<file path="config.mk">
export PLATFORM = sky130hd
export DESIGN_NAME = ws_array_ctrl
export DESIGN_NICKNAME = d
export VERILOG_FILES = /design/src/rtl/ws_array_ctrl.sv
export SDC_FILE = /design/constraint.sdc
export NUM_CORES = 1
export LEC_CHECK = 0
export BUFFER_PORTS_ARGS = -buffer_cell sky130_fd_sc_hd__buf_2
export CAP_MARGIN = 20
export CELL_PAD_IN_SITES_DETAIL_PLACEMENT = 0
export CELL_PAD_IN_SITES_GLOBAL_PLACEMENT = 1
export CORE_AREA = 3 3 135 137
export CTS_BUF_LIST = sky130_fd_sc_hd__clkbuf_8
export DETAILED_ROUTE_END_ITERATION = 10
export DIE_AREA = 0 0 138 140
export HOLD_SLACK_MARGIN = 0.15
export PLACE_DENSITY_LB_ADDON = 0.3
export SLEW_MARGIN = 20
export SYNTH_ARGS = -nofsm -noshare
export SYNTH_HDL_FRONTEND = slang
export SYNTH_SLANG_ARGS = --single-unit
</file>
<file path="constraint.sdc">
create_clock -name clk -period 5.38 [get_ports clk]
set_input_delay 0.538 -clock clk [delete_from_list [all_inputs] [get_ports clk]]
set_output_delay 0.538 -clock clk [all_outputs]
set_load 0.02 [all_outputs]
</file>
<file path="src/rtl/ws_array_ctrl.sv">
// Sequencer for a ROWS x COLS weight-stationary systolic array: weight load, activation
// streaming, result flagging. All outputs registered; next-cycle values derive from next state.
module ws_array_ctrl #(
  parameter int ROWS  = 4,
  parameter int COLS  = 4,
  parameter int CNT_W = 16
) (
  input  logic             clk,
  input  logic             rst,
  input  logic             start,
  input  logic             abort,
  input  logic [CNT_W-1:0] num_vecs,
  output logic             busy,
  output logic             done,
  output logic             w_rd_en,
  output logic [CNT_W-1:0] w_rd_addr,
  output logic [ROWS-1:0]  load_weight,
  output logic             clear_acc,
  output logic             array_en,
  output logic             act_rd_en,
  output logic [CNT_W-1:0] act_rd_addr,
  output logic             res_valid,
  output logic [CNT_W-1:0] res_wr_addr
);

  typedef enum logic [1:0] {
    S_IDLE    = 2'd0,
    S_LOADW   = 2'd1,
    S_COMPUTE = 2'd2,
    S_DONE    = 2'd3
  } state_t;

  localparam logic [CNT_W:0]  LAT      = (CNT_W+1)'(ROWS + COLS);
  localparam logic [CNT_W:0]  LAST_ROW = (CNT_W+1)'(ROWS - 1);
  localparam logic [CNT_W:0]  ONE_C    = (CNT_W+1)'(1);
  localparam logic [ROWS-1:0] LW_ONE   = ROWS'(1);

  state_t           state_q, state_d;
  logic [CNT_W:0]   cnt_q, cnt_d;
  logic [CNT_W-1:0] n_q, n_d;

  logic             busy_q, busy_d;
  logic             done_q, done_d;
  logic             w_rd_en_q, w_rd_en_d;
  logic [CNT_W-1:0] w_rd_addr_q, w_rd_addr_d;
  logic [ROWS-1:0]  load_weight_q, load_weight_d;
  logic             clear_acc_q, clear_acc_d;
  logic             array_en_q, array_en_d;
  logic             act_rd_en_q, act_rd_en_d;
  logic [CNT_W-1:0] act_rd_addr_q, act_rd_addr_d;
  logic             res_valid_q, res_valid_d;
  logic [CNT_W-1:0] res_wr_addr_q, res_wr_addr_d;

  logic [CNT_W:0]   n_ext_s;
  logic [CNT_W:0]   last_t_s;
  logic [CNT_W:0]   res_end_s;
  logic [CNT_W:0]   res_off_s;

  // Next state and counters; LAT+N arithmetic is one bit wider than N so it never wraps.
  always_comb begin
    state_d  = state_q;
    cnt_d    = cnt_q;
    n_d      = n_q;
    last_t_s = LAT + {1'b0, n_q} - ONE_C;
    case (state_q)
      S_IDLE: begin
        if (start) begin
          state_d = S_LOADW;
          cnt_d   = '0;
          n_d     = num_vecs;
        end else begin
          state_d = S_IDLE;
        end
      end
      S_LOADW: begin
        if (abort) begin
          state_d = S_IDLE;
          cnt_d   = '0;
        end else if (cnt_q == LAST_ROW) begin
          state_d = (n_q == '0) ? S_DONE : S_COMPUTE;
          cnt_d   = '0;
        end else begin
          cnt_d = cnt_q + ONE_C;
        end
      end
      S_COMPUTE: begin
        if (abort) begin
          state_d = S_IDLE;
          cnt_d   = '0;
        end else if (cnt_q == last_t_s) begin
          state_d = S_DONE;
          cnt_d   = '0;
        end else begin
          cnt_d = cnt_q + ONE_C;
        end
      end
      S_DONE: begin
        state_d = S_IDLE;
        cnt_d   = '0;
      end
      default: begin
        state_d = S_IDLE;
        cnt_d   = '0;
      end
    endcase
  end

  // Output values for the next cycle, decoded from the next state and counter.
  always_comb begin
    n_ext_s       = {1'b0, n_d};
    res_end_s     = LAT + n_ext_s;
    res_off_s     = cnt_d - LAT;
    busy_d        = (state_d != S_IDLE);
    done_d        = (state_d == S_DONE);
    w_rd_en_d     = 1'b0;
    w_rd_addr_d   = '0;
    clear_acc_d   = 1'b0;
    array_en_d    = 1'b0;
    act_rd_en_d   = 1'b0;
    act_rd_addr_d = '0;
    res_valid_d   = 1'b0;
    res_wr_addr_d = '0;
    if (state_d == S_LOADW) begin
      w_rd_en_d   = 1'b1;
      w_rd_addr_d = cnt_d[CNT_W-1:0];
    end else if (state_d == S_COMPUTE) begin
      array_en_d = 1'b1;
      if (cnt_d < n_ext_s) begin
        act_rd_en_d   = 1'b1;
        act_rd_addr_d = cnt_d[CNT_W-1:0];
      end else begin
        act_rd_en_d = 1'b0;
      end
      clear_acc_d = (cnt_d != '0) && (cnt_d <= n_ext_s);
      if ((cnt_d >= LAT) && (cnt_d < res_end_s)) begin
        res_valid_d   = 1'b1;
        res_wr_addr_d = res_off_s[CNT_W-1:0];
      end else begin
        res_valid_d = 1'b0;
      end
    end else begin
      w_rd_en_d = 1'b0;
    end
    // Row select trails the weight read by the buffer latency; an abort drops it too.
    if (w_rd_en_q && (state_d != S_IDLE)) begin
      load_weight_d = LW_ONE << w_rd_addr_q;
    end else begin
      load_weight_d = '0;
    end
  end

  // State, counters and registered outputs.
  always_ff @(posedge clk or posedge rst) begin
    if (rst) begin
      state_q       <= S_IDLE;
      cnt_q         <= '0;
      n_q           <= '0;
      busy_q        <= 1'b0;
      done_q        <= 1'b0;
      w_rd_en_q     <= 1'b0;
      w_rd_addr_q   <= '0;
      load_weight_q <= '0;
      clear_acc_q   <= 1'b0;
      array_en_q    <= 1'b0;
      act_rd_en_q   <= 1'b0;
      act_rd_addr_q <= '0;
      res_valid_q   <= 1'b0;
      res_wr_addr_q <= '0;
    end else begin
      state_q       <= state_d;
      cnt_q         <= cnt_d;
      n_q           <= n_d;
      busy_q        <= busy_d;
      done_q        <= done_d;
      w_rd_en_q     <= w_rd_en_d;
      w_rd_addr_q   <= w_rd_addr_d;
      load_weight_q <= load_weight_d;
      clear_acc_q   <= clear_acc_d;
      array_en_q    <= array_en_d;
      act_rd_en_q   <= act_rd_en_d;
      act_rd_addr_q <= act_rd_addr_d;
      res_valid_q   <= res_valid_d;
      res_wr_addr_q <= res_wr_addr_d;
    end
  end

  assign busy        = busy_q;
  assign done        = done_q;
  assign w_rd_en     = w_rd_en_q;
  assign w_rd_addr   = w_rd_addr_q;
  assign load_weight = load_weight_q;
  assign clear_acc   = clear_acc_q;
  assign array_en    = array_en_q;
  assign act_rd_en   = act_rd_en_q;
  assign act_rd_addr = act_rd_addr_q;
  assign res_valid   = res_valid_q;
  assign res_wr_addr = res_wr_addr_q;

endmodule

</file>
-- Word level (Yosys, flattened, before mapping)
Cells that the tools add are included.
- register bits: 94
- input bits: 20
- multiplexer cells: 34
- add/sub/neg operators: 5
- reductions and logical operators: 7
- magnitude comparators: 4
- equality and inequality tests: 8
- shift operators: 1
- operators by type and width (cell ; number):
    $mux 16 ; 9
    $mux 17 ; 5
    $pmux 17 s4 ; 1
    $add 4x16->17 const A ; 2
    $add 17x1->17 const B ; 1
    $eq 17x17->1 ; 1
    $eq 17x2->1 const B ; 1
    $ge 17x4->1 const B ; 1
    $le 17x16->1 ; 1
    $lt 17x16->1 ; 1
    $lt 17x17->1 ; 1
    $reduce_bool 17->1 ; 1
    $sub 17x1->17 const B ; 1
    $logic_not 16->1 ; 1
    $shl 1x16->4 const A ; 1
    $sub 16x4->16 const B ; 1
    $mux 1 ; 13
    $eq 2x2->1 const B ; 4
    $mux 2 ; 4
    $pmux 2 s4 ; 1
    $eq 2x1->1 const B ; 2
    $mux 4 ; 1
    $logic_and 1x1->1 ; 3
    $logic_not 2->1 ; 1
    $reduce_bool 2->1 ; 1

-- Logic depth before layout (Yosys ltp)
- word-level depth: 11
- mapped depth: 25

-- Worst setup path after synthesis
Ideal clock, no wire load.
- path type: reg2reg
- from: register n_q[0]
- to: register res_wr_addr_q[10], in the netlist res_wr_addr[10]
- period minus slack after synthesis: 4781 ps
- required time: 5300 ps
- data arrival time: 4701 ps
- library setup time: 80 ps
- stages on the path, launching flop included: 26
- setup slack: 599 ps
- cells stage by stage: dfrtp_1 inv_1 ha_1 or2b_4 nand3_4 nor3b_1 mux2i_1 nand4b_4 nor3_4 buf_6 nor2_2 a22oi_1 inv_1 ha_1 a21o_1 a21o_1 a21o_1 a21o_1 a21oi_1 nor2b_1 o21ai_0 nand2_1 nor3_1 o221ai_4 buf_6 nor3_2
- cells in the longest elaborated chain, start to end: 11
- elaborated cells between the ends (all ways): 25
- classes of those cells: add/sub (4); order compare (2); eq/ne (3); mux (14); reduce/logical (2)
- ends and longest elaborated chain (element ; line ; source):
    start, declared ; 40 ; logic [CNT_W-1:0] n_q, n_d;
    start signal, assigned ; 172 ; n_q <= n_d;
    $add 4x16->17 (*) ; 64 ; last_t_s = LAT + {1'b0, n_q} - ONE_C;
    $sub 17x1->17 (*) ; 64 ;
    $eq 17x17->1 (*) ; 90 ; end else if (cnt_q == last_t_s) begin
    $mux 17 (*) ; 90 ;
    $mux 17 (*) ; 87 ; if (abort) begin
    $pmux 17 s4 (*) ; 65 ; case (state_q)
    via cnt_d[10] ; 39 ; logic [CNT_W:0] cnt_q, cnt_d;
    $ge 17x4->1 or $lt 17x17->1 (tied branches) ; 135 ; if ((cnt_d >= LAT) && (cnt_d < res_end_s)) begin
    $logic_and 1x1->1 ; 135 ;
    $mux 16 (*) ; 135 ;
    $mux 16 (*) ; 126 ; end else if (state_d == S_COMPUTE) begin
    $mux 16 (*) ; 123 ; if (state_d == S_LOADW) begin
    via res_wr_addr_d[10] ; 52 ; logic [CNT_W-1:0] res_wr_addr_q, res_wr_addr_d;
    end signal, assigned ; 183 ; res_wr_addr_q <= res_wr_addr_d;
    end, declared ; 52 ;
Mark *: on every way through the listed nets, which the timed path passes. The rest lies on a longest branch.

-- Worst setup path in the final report
- from: register n_q[0]
- to: register res_wr_addr_q[9], in the netlist res_wr_addr[9]
- cells in the longest elaborated chain, start to end: 11
- elaborated cells between the ends (all ways): 25
- classes of those cells: add/sub (4); order compare (2); eq/ne (3); mux (14); reduce/logical (2)
- ends and longest elaborated chain (element ; line):
    $add 4x16->17 (*) ; 64
    $sub 17x1->17 (*) ; 64
    $eq 17x17->1 (*) ; 90
    $mux 17 (*) ; 90
    $mux 17 (*) ; 87
    $pmux 17 s4 (*) ; 65
    via cnt_d[10] ; 39
    $ge 17x4->1 or $lt 17x17->1 (tied branches) ; 135
    $logic_and 1x1->1 (*) ; 135
    $mux 16 (*) ; 135
    $mux 16 (*) ; 126
    $mux 16 (*) ; 123
    via res_wr_addr_d[9] ; 52
Marked as above.

==> out/results.txt <==
TNS Setup - 0 ps
worst min path class - input pin to async pin
Max VDD drop - 0.000184 V
via count - 5132
top layer reached by signal wires - met4
final worst path period share - 92.9%
Most common cell on crit path - a21o_1
RSZ-0062 raised after global routing - no
Critical Path RT - 5680 ps
flop2flop setup slack - 380 ps
Post-synth EDFFs - 0
Num CTS Buffers - 9
Critical Path Sink - res_wr_addr[9]
Yosys reg bits - 94
crit end category - flop
mux cell area share after synthesis - 2.69%
critical path startpoint - n_q[0]
Setup Crit Path Kind - flop to flop
DR WL met3 - 790 um
number of global-route vias before repair - 5116
crit path max fanout - 14
antenna cells - 0
CP arrival - 5300 ps
xor and xnor area share after synthesis - 6.88%
largest net degree at the start of global routing - 65
clk_skew - 12.5 ps
Syn Nets - 691
Clock Tree Root - clkbuf_8
CTS Sinks - 94
crit-path max cell delay - 440 ps
all-layer global routing usage - 19.6%
DR iter-0 viols - 299
placed cells - 943
worst reg-to-reg path cell count - 24
min Tclk post-route - 5000 ps
Gate Count Post-Synth - 639
row cnt - 48
clock buffer depth - 2
setup violators final - 0
status - completed
Final Hold Viols - 0
Fmax achieved - 200 MHz
H-tree level count - 3
Final HPWL DP - 14900 um
Synth Area in Simple Gates - 24.2%
Die Ht - 140 um
WL per Instance - 19.6 um
post-layout util - 40.4%
largest family of logic cells by synthesized area - simple AND/OR/NAND/NOR gates
Buf/Inv on CP - 3
adder-cell share of the synthesized area - 6.90%
drt first pass iters - 5
Worst Tran Pin Value - 846 ps
antenna violations before repair - 0
drt total wl - 18900 um
fin cells - 964
Area growth syn-to-layout - 16.6%
Synth Area per Inst - 9.30 um^2
complex-gate fraction of the synthesized area - 13.5%
Synth Cell Area - 0.00595 mm^2
ys flop type - dfrtp_1
crit path launch type - flop
Final #Nets - 786
pins over their slew limit - 0
Reg-to-Reg End - res_wr_addr[9]
max_slew headroom - 43.6%
max-cap viol count - 0
post-synthesis sequential area ratio - 39.6%
placed cell area - 0.00668 mm^2
CP Depth - 24
final global-route overflow total - 0
Crit-path slowest cell - dfrtp_1
Core Area - 0.0172 mm^2
worst-path cell chain - inv_1, ha_1, or2b_4, nand3_4, nor3b_2, mux2i_2, nand4b_4, nor3_4, nor2_2, a22oi_1, inv_1, ha_1, a21o_1, a21o_1, a21o_1, a21o_1, a21oi_1, nor2b_1, o21ai_0, nand2_1, nor3_2, o221ai_4, buf_4, nor3_2
via/cell ratio - 5.32
share of cells above drive strength 1 - 23.3%
placer congestion estimate - 0.930
Starting Density - 34.6%
port buffer count - 78
first-pass GRT wire length - 29700 um
clock-pin slew on the worst setup and hold paths - 90 ps
clk_lat worst skew - 380 ps
Ys Warns - 0
Fin Hold WS - 166 ps
DR DRC count - 0
pwr dens - 414 mW/mm^2
ys async rst share - 100%
TritonCTS clock tree - built
met2 routed WL - 8790 um
design area - 0.00693 mm^2
Ports - 79
Unique masters post-synth - 77
M1 WL - 8790 um
DIE AREA - 0.0193 mm^2
Die W - 138 um
cell family with most CP delay - simple AND/OR/NAND/NOR gates
reg2reg start - n_q[0]
Routed Antenna Nets - 0
Leakage - 3.43 nW
## worst min-delay path by stage
stage	start	to	slack, ps	cells after the start
3_3_place_gp	w_rd_addr[1]	load_weight[1]	470	1
5_1_grt	rst	w_rd_addr[12]	200	2
4_1_cts	rst	w_rd_addr[12]	170	2
2_1_floorplan	w_rd_addr[1]	load_weight[1]	570	1
6_report	rst	w_rd_addr[12]	170	2
3_5_place_dp	w_rd_addr[1]	load_weight[1]	490	1
## sequential cells by signal, summed over array words and instances (netlist names), 2 cells and up
register	cells
load_weight	4
cnt_q	17
state_q	2
w_rd_addr	16
act_rd_addr	16
n_q	16
res_wr_addr	16
## cells by family after synthesis
kind of cell	after synthesis
flip-flops	94
adder cells (fa/ha/maj)	33
AND/OR/NAND/NOR	260
AO/OA/AOI/OAI	112
XOR/XNOR	45
multiplexers	16
buffers and inverters	79
## synthesized netlist by cell type (3+ instances only)
library cell / instances / area share (%)
or2_2: 5 / 0.53
nand3_1: 20 / 1.7
nand2_1: 47 / 3.0
nor2b_1: 8 / 0.84
buf_2: 12 / 1.0
and4_1: 3 / 0.44
xnor2_1: 28 / 4.1
inv_1: 48 / 3.0
clkbuf_1: 9 / 0.57
nor4_1: 14 / 1.5
nor3_1: 24 / 2.0
a21oi_1: 33 / 2.8
a21o_1: 8 / 1.0
nand3b_1: 3 / 0.38
buf_6: 4 / 0.76
dfrtp_1: 94 / 40
ha_1: 32 / 6.7
nor3b_1: 9 / 1.1
nor2_1: 56 / 3.5
nor3_2: 12 / 2.0
nand2b_1: 9 / 0.95
a211oi_1: 5 / 0.63
mux2i_1: 16 / 2.7
and3_1: 9 / 0.95
nand4_1: 19 / 2.0
o21ai_0: 16 / 1.3
a22oi_1: 5 / 0.63
o211ai_1: 3 / 0.38
o21a_1: 7 / 0.88
xor2_1: 15 / 2.2
or3_1: 3 / 0.32
and2_1: 6 / 0.63
## cell usage in the layout, fill, tap and decap left out, types with 13 or more instances in the layout
cell,Yosys,routed
ha_1,32,32
nor4_1,14,13
nand4_1,19,19
nor3_2,12,14
xor2_1,15,15
nand2_1,47,47
nor2_1,56,56
nand3_1,20,20
nor3_1,24,22
buf_4,2,37
xnor2_1,28,28
o21ai_0,16,15
mux2i_1,16,15
inv_1,48,48
a21oi_1,33,33
buf_2,12,78
dfrtp_1,94,94
## per-stage QoR
stage | total power (W) | setup WS [ps]
after floorplan | 0.00194 | 599
after global placement | 0.00237 | 234
after detailed placement | 0.00238 | 174
after CTS | 0.00287 | 117
after global routing | 0.00307 | 11.8
final | 0.00287 | 380
## layer usage
metal / up-vias / global-route usage, %
met4: 0 / 6.19
li1: 2441 / -
met3: 35 / 3.18
met5: - / 0
met1: 2515 / 26.4
met2: 141 / 32.3
## timing repair
item / CTS / global route
hold buffers: 0 / 0
setup buffers: 0 / 5
setup endpoints to repair: 0 / 30
resized for setup: 0 / 5
## power by group
group          leakage, nW  switching [W]  internal [W]
Clock               0.0997       0.000250      0.000226
Sequential            1.27       0.000159      0.000804
Combinational         2.07       0.000894      0.000537
## layout make-up
class	count	area (um^2)
multi-input combinational	466	3250
sequential	94	2350
fill	1765	10200
clock inverter	6	62.6
timing repair buffer	115	668
inverter	48	181
tap	225	282
clock buffer	10	138
Power figures use the tool's default switching activity.
